File: config.mk
export PLATFORM = sky130hd
export DESIGN_NAME = bellek
export DESIGN_NICKNAME = d
export VERILOG_FILES = /design/src/rtl/bellek.sv
export SDC_FILE = /design/constraint.sdc
export NUM_CORES = 1
export LEC_CHECK = 0
export ABC_AREA = 1
export BUFFER_PORTS_ARGS = -buffer_cell sky130_fd_sc_hd__buf_4
export CORE_ASPECT_RATIO = 1.2
export CORE_UTILIZATION = 45
export CTS_CLUSTER_DIAMETER = 100
export DETAILED_ROUTE_END_ITERATION = 8
export PLACE_DENSITY = 0.74
export SYNTH_ARGS = -nofsm -noshare
export SYNTH_HDL_FRONTEND = slang
export SYNTH_SLANG_ARGS = --single-unit
File: constraint.sdc
create_clock -name clk_i -period 2.4 [get_ports clk_i]
set_clock_uncertainty 0.1 [all_clocks]
set_input_delay 0.24 -clock clk_i [delete_from_list [all_inputs] [get_ports clk_i]]
set_output_delay 0.24 -clock clk_i [all_outputs]
set_load 0.005 [all_outputs]
File: src/rtl/bellek.sv
// rtl/bellek.sv - memory stage: load/store on the data port, alignment, misaligned traps, stall
module bellek #(
  parameter int ADRES_BIT = 32,
  parameter int VERI_BIT  = 32,
  parameter int UOP_BIT   = 2*VERI_BIT + 10
) (
  input  logic                 clk_i,
  input  logic                 rstn_i,
  input  logic [UOP_BIT-1:0]   bellek_uop_i,
  output logic [UOP_BIT-1:0]   gy_uop_o,
  output logic                 duraklat_o,
  output logic                 veri_istek_gecerli_o,
  input  logic                 veri_istek_hazir_i,
  output logic                 veri_istek_yaz_o,
  output logic [ADRES_BIT-1:0] veri_istek_adres_o,
  output logic [VERI_BIT-1:0]  veri_istek_veri_o,
  output logic [3:0]           veri_istek_maske_o,
  input  logic                 veri_cevap_gecerli_i,
  input  logic [VERI_BIT-1:0]  veri_cevap_veri_i,
  output logic                 ddb_hizasiz_gecerli_o,
  output logic [3:0]           ddb_hizasiz_kod_o,
  output logic [ADRES_BIT-1:0] ddb_hizasiz_adres_o
);

  // uop layout: [0] valid, then RD, RS2, 4-bit memory opcode, remaining bits opaque
  localparam int UOP_VALID   = 0;
  localparam int UOP_RD      = 1;
  localparam int UOP_RS2     = 1 + VERI_BIT;
  localparam int UOP_BELLEK  = 1 + 2*VERI_BIT;

  localparam logic [3:0] OP_LB  = 4'd1;
  localparam logic [3:0] OP_LH  = 4'd2;
  localparam logic [3:0] OP_LW  = 4'd3;
  localparam logic [3:0] OP_LBU = 4'd4;
  localparam logic [3:0] OP_LHU = 4'd5;
  localparam logic [3:0] OP_SB  = 4'd6;
  localparam logic [3:0] OP_SH  = 4'd7;
  localparam logic [3:0] OP_SW  = 4'd8;

  typedef enum logic [1:0] {BOSTA, ISTEK, YANIT} durum_t;

  durum_t durum, durum_sonraki;

  logic                 gir_gecerli;
  logic [VERI_BIT-1:0]  gir_rd;
  logic [VERI_BIT-1:0]  gir_rs2;
  logic [3:0]           gir_op;
  logic [ADRES_BIT-1:0] gir_adres;

  assign gir_gecerli = bellek_uop_i[UOP_VALID];
  assign gir_rd      = bellek_uop_i[UOP_RD +: VERI_BIT];
  assign gir_rs2     = bellek_uop_i[UOP_RS2 +: VERI_BIT];
  assign gir_op      = bellek_uop_i[UOP_BELLEK +: 4];
  assign gir_adres   = gir_rd[ADRES_BIT-1:0];

  logic bellek_op, yazma_op, hizasiz, basla;

  always_comb begin
    bellek_op = (gir_op >= OP_LB) && (gir_op <= OP_SW);
    yazma_op  = (gir_op >= OP_SB) && (gir_op <= OP_SW);
    hizasiz   = 1'b0;
    case (gir_op)
      OP_LH, OP_LHU, OP_SH: hizasiz = gir_adres[0];
      OP_LW, OP_SW:         hizasiz = (gir_adres[1:0] != 2'b00);
      default:              hizasiz = 1'b0;
    endcase
    basla = gir_gecerli && bellek_op && !hizasiz;
  end

  // store data is lane-replicated so the strobes alone select the bytes written
  logic [VERI_BIT-1:0] yaz_veri;
  logic [3:0]          yaz_maske;

  always_comb begin
    yaz_veri  = '0;
    yaz_maske = 4'b0000;
    case (gir_op)
      OP_SB: begin
        yaz_veri  = {4{gir_rs2[7:0]}};
        yaz_maske = 4'b0001 << gir_adres[1:0];
      end
      OP_SH: begin
        yaz_veri  = {2{gir_rs2[15:0]}};
        yaz_maske = gir_adres[1] ? 4'b1100 : 4'b0011;
      end
      OP_SW: begin
        yaz_veri  = gir_rs2;
        yaz_maske = 4'b1111;
      end
      default: begin
        yaz_veri  = '0;
        yaz_maske = 4'b0000;
      end
    endcase
  end

  logic [UOP_BIT-1:0]   uop_q;
  logic [3:0]           op_q;
  logic [ADRES_BIT-1:0] adres_q;
  logic [VERI_BIT-1:0]  veri_q;
  logic [3:0]           maske_q;

  always_ff @(posedge clk_i or negedge rstn_i) begin
    if (!rstn_i) durum <= BOSTA;
    else         durum <= durum_sonraki;
  end

  always_comb begin
    durum_sonraki = durum;
    case (durum)
      BOSTA: if (basla) durum_sonraki = ISTEK;
      ISTEK: begin
        if (veri_istek_hazir_i) durum_sonraki = (op_q >= OP_SB) ? BOSTA : YANIT;
      end
      YANIT: if (veri_cevap_gecerli_i) durum_sonraki = BOSTA;
      default: durum_sonraki = BOSTA;
    endcase
  end

  always_comb begin
    veri_istek_gecerli_o = (durum == ISTEK);
    duraklat_o           = (durum == ISTEK) || (durum == YANIT);
    veri_istek_yaz_o     = veri_istek_gecerli_o && (op_q >= OP_SB);
    veri_istek_adres_o   = veri_istek_gecerli_o ? {adres_q[ADRES_BIT-1:2], 2'b00} : '0;
    veri_istek_veri_o    = veri_istek_gecerli_o ? veri_q : '0;
    veri_istek_maske_o   = veri_istek_yaz_o ? maske_q : 4'b0000;
  end

  logic [7:0]          yuk_bayt;
  logic [15:0]         yuk_yarim;
  logic [VERI_BIT-1:0] yuk_sonuc;

  always_comb begin
    case (adres_q[1:0])
      2'd0:    yuk_bayt = veri_cevap_veri_i[7:0];
      2'd1:    yuk_bayt = veri_cevap_veri_i[15:8];
      2'd2:    yuk_bayt = veri_cevap_veri_i[23:16];
      default: yuk_bayt = veri_cevap_veri_i[31:24];
    endcase
    yuk_yarim = adres_q[1] ? veri_cevap_veri_i[31:16] : veri_cevap_veri_i[15:0];
    case (op_q)
      OP_LB:   yuk_sonuc = {{24{yuk_bayt[7]}}, yuk_bayt};
      OP_LBU:  yuk_sonuc = {24'd0, yuk_bayt};
      OP_LH:   yuk_sonuc = {{16{yuk_yarim[15]}}, yuk_yarim};
      OP_LHU:  yuk_sonuc = {16'd0, yuk_yarim};
      default: yuk_sonuc = veri_cevap_veri_i;
    endcase
  end

  logic [UOP_BIT-1:0] yazma_sonuc_uop;
  logic [UOP_BIT-1:0] yukleme_sonuc_uop;

  always_comb begin
    yazma_sonuc_uop                         = uop_q;
    yazma_sonuc_uop[UOP_VALID]              = 1'b1;
    yazma_sonuc_uop[UOP_RD +: VERI_BIT]     = '0;
    yukleme_sonuc_uop                       = uop_q;
    yukleme_sonuc_uop[UOP_VALID]            = 1'b1;
    yukleme_sonuc_uop[UOP_RD +: VERI_BIT]   = yuk_sonuc;
  end

  always_ff @(posedge clk_i or negedge rstn_i) begin
    if (!rstn_i) begin
      uop_q                 <= '0;
      op_q                  <= 4'd0;
      adres_q               <= '0;
      veri_q                <= '0;
      maske_q               <= 4'b0000;
      gy_uop_o              <= '0;
      ddb_hizasiz_gecerli_o <= 1'b0;
      ddb_hizasiz_kod_o     <= 4'd0;
      ddb_hizasiz_adres_o   <= '0;
    end else begin
      gy_uop_o              <= '0;
      ddb_hizasiz_gecerli_o <= 1'b0;
      ddb_hizasiz_kod_o     <= 4'd0;
      ddb_hizasiz_adres_o   <= '0;
      case (durum)
        BOSTA: begin
          if (gir_gecerli && !bellek_op) begin
            gy_uop_o <= bellek_uop_i;
          end else if (gir_gecerli && hizasiz) begin
            ddb_hizasiz_gecerli_o <= 1'b1;
            ddb_hizasiz_kod_o     <= yazma_op ? 4'd6 : 4'd4;
            ddb_hizasiz_adres_o   <= gir_adres;
          end else if (basla) begin
            uop_q   <= bellek_uop_i;
            op_q    <= gir_op;
            adres_q <= gir_adres;
            veri_q  <= yaz_veri;
            maske_q <= yaz_maske;
          end
        end
        ISTEK: begin
          if (veri_istek_hazir_i && (op_q >= OP_SB)) gy_uop_o <= yazma_sonuc_uop;
        end
        YANIT: begin
          if (veri_cevap_gecerli_i) gy_uop_o <= yukleme_sonuc_uop;
        end
        default: ;
      endcase
    end
  end

endmodule

==> out/metrics.csv <==
metric,value,unit
status,"complete, but fails checks",
failing checks,DRC,
HP Class,input port to flop,
Clock Path Buffers,3,
Starting Density,0.462,
Critical Path RT,2.06,ns
Worst Hold Path Cells,5,
LEAKAGE,0.00783,uW
Relative slew margins,0.655,
Finished Layout Cells,1926,
H-tree depth,1,
worst r2r src,uop_q[1],
r2r worst-path depth,7,
Clock Sink Count,219,
area grow syn2layout,40.1,%
top-area cell type share of the netlist area,0.545,
CP Class,flop to output port,
top post-synthesis cells by area,"dfrtp_1 (54%), nand2_1 (16%), inv_1 (6.7%)",
initial antenna violation count,0,
Bufs and invs on worst path,4,
Final HPWL DP,22.4,mm
Worst Setup SP,durum[1],
cells along the critical path,inv_1 -> ha_2 -> buf_6 -> nand2_1 -> inv_1 -> buf_4,
Die Height,166,microns
setup violators final,0,
worst-margin pin slew,0.518,ns
CP peak stage delay,0.42,ns
Root Buffer,clkbuf_16,
worst-path fanout max,46,
fmax,454,MHz
vias in the first global route,9953,
"area leader, netlist",dfrtp_1,
latest clock arrival within the worst-skew pair,0.51,ns
routed vias/inst,5.07,
fin nets,1751,
Worst setup EP type,output port,
number of instances in the placed design,1802,
"Top cell by count, worst path",inv_1,
total wire length,32.3,mm
die area,23000,sq um
clock slew at reported path FFs,0.06,ns
DRT Pass-1 Iters,7,
Die X,138,microns
CTS tree,built,
Synth Register Bits,219,
crit path launch type,flop,
Vias,9756,
antenna fix cells,0,
core box area,21800,sq um
setup TNS,0,ns
I/O Buffers,287,
Yosys warnings,0,
Hold Crit Endpoint,gy_uop_o[9],
critical path's top delay family,buffers and inverters,
Final Hold Viols,0,
RD Place Congestion,0.871,
WL per Instance,16.8,microns
power density over the cells,943,nW/um^2
Worst Hold Launch,veri_cevap_veri_i[8],
Slew Limit Fails,0,
maximum vdd drop,493,uV
max capacitance violation total,0,
postcts setup bufs,0,
CTS Buf Count,23,
RSZ-0062 raised after global routing,false,
largest net degree at the start of global routing,66,
register area share after synthesis,0.545,
grt ovf,0,
Synth Instances,1284,
Routed Antenna Nets,0,
post-synth cell types,26,
min Tclk post-route,2.20,ns
Synth Area per Inst,7.83,sq um
# IOs,292,
worst path arrival time,1.86,ns
layout cells sized above 1,0.223,
"Cell Area, Synth",10100,sq um
DR DRC count,42,
first-pass GRT wire length,51.9,mm
"reg-to-reg slack, setup",0.38,ns
gr usage total,0.285,
DR iter-0 viols,692,
Final period util,0.917,
crit path max-delay cell type,dfrtp_1,
Std-Cell Rows,59,
R2R Path End,gy_uop_o[25],
## cell usage after synthesis, drive strengths merged
cell and count:
nand2 448, and2 2, nor3 1, o21ai 97, conb 1, a21oi 129
nand3 45, inv 182, a31oi 4, clkbuf 38, dfrtp 219, buf 35
o21bai 1, o22ai 19, ha 4, o21a 1, nor2 58
## state kept, by name (all words and copies together), names as in the netlist
register and cells:
veri_q 32, durum 2, ddb_hizasiz_adres_o 32, ddb_hizasiz_kod_o 2, gy_uop_o 74, uop_q 73, maske_q 4
## logic make-up after synthesis
logic type | after synthesis | share of synthesized area
fa+ha+maj | 4 | 0.00498
simple gates | 554 | 0.218
flops | 219 | 0.545
compound gates | 251 | 0.128
other cells | 1 | 0.000373
buf+inv | 255 | 0.104
## tightest hold or removal path, cell delays in order
cell,delay (ns)
buf_4,0.13
inv_1,0.05
a21oi_1,0.05
nand2_1,0.06
a21oi_1,0.06
## worst max-delay path by stage
stage	cells after the start	slack [ns]	endpoint
final	6	0.20	veri_istek_adres_o[25]
after global routing	6	0.04	veri_istek_veri_o[25]
after CTS	6	0.04	veri_istek_veri_o[21]
after detailed placement	8	0.37	gy_uop_o[26]
after global placement	8	0.36	gy_uop_o[29]
after floorplan	10	0.56	gy_uop_o[41]
## power by group
| group | internal [uW] | switching (uW) | total (uW) | leakage (uW) |
|---|---|---|---|---|
| Combinational | 1910 | 2650 | 4550 | 0.00458 |
| Clock | 1930 | 1470 | 3400 | 0.000346 |
| Sequential | 4740 | 589 | 5330 | 0.00290 |
## layout make-up
type | count | area [sq um]
Sequential cell | 219 | 5480
Clock buffer | 30 | 622
Inverter | 182 | 683
Multi-Input combinational cell | 813 | 3570
Fill cell | 1837 | 7690
Clock inverter | 10 | 83.8
Tap cell | 274 | 343
Timing Repair Buffer | 398 | 3310
## metrics by stage
step	instance area (sq um)	hold WS (ns)	power, uW	worst slack (ns)	util
6_report	14100	0.0176	13300	0.198	0.647
5_1_grt	14100	0.0317	14100	0.0385	0.647
4_1_cts	14100	0.00121	13400	0.0434	0.647
3_5_place_dp	12500	0.126	9800	0.375	0.576
3_3_place_gp	12500	0.128	9680	0.356	0.576
2_1_floorplan	10100	-0.156	7740	0.558	-
## placed cells by master, fill, tap and decap left out, drive strengths merged
master,n
clkinvlp,2
dfrtp,219
o22ai,19
nor2,58
and2,2
nand2,448
nand3,45
clkinv,6
buf,314
o21ai,97
ha,4
conb,4
a21oi,129
o21bai,1
clkbuf,30
a31oi,4
inv,183
dlygate4sd3,84
o21a,1
nor3,1
bufinv,1
## routing by layer
metal / up-vias / global-route usage / part of all wire
li1: 4670 / - / -
met1: 4539 / 0.335 / 0.37
met2: 476 / 0.497 / 0.50
met3: 71 / 0.0591 / 0.084
met4: 0 / 0.137 / 0.047
met5: - / 0 / 0
## what timing repair did
action | in CTS | in global routing
hold endpoints to repair | 255 | 0
gates resized for setup | 0 | 1
hold buffers | 84 | 0
setup endpoints to repair | 0 | 43
(Power assumes the default switching activity.)
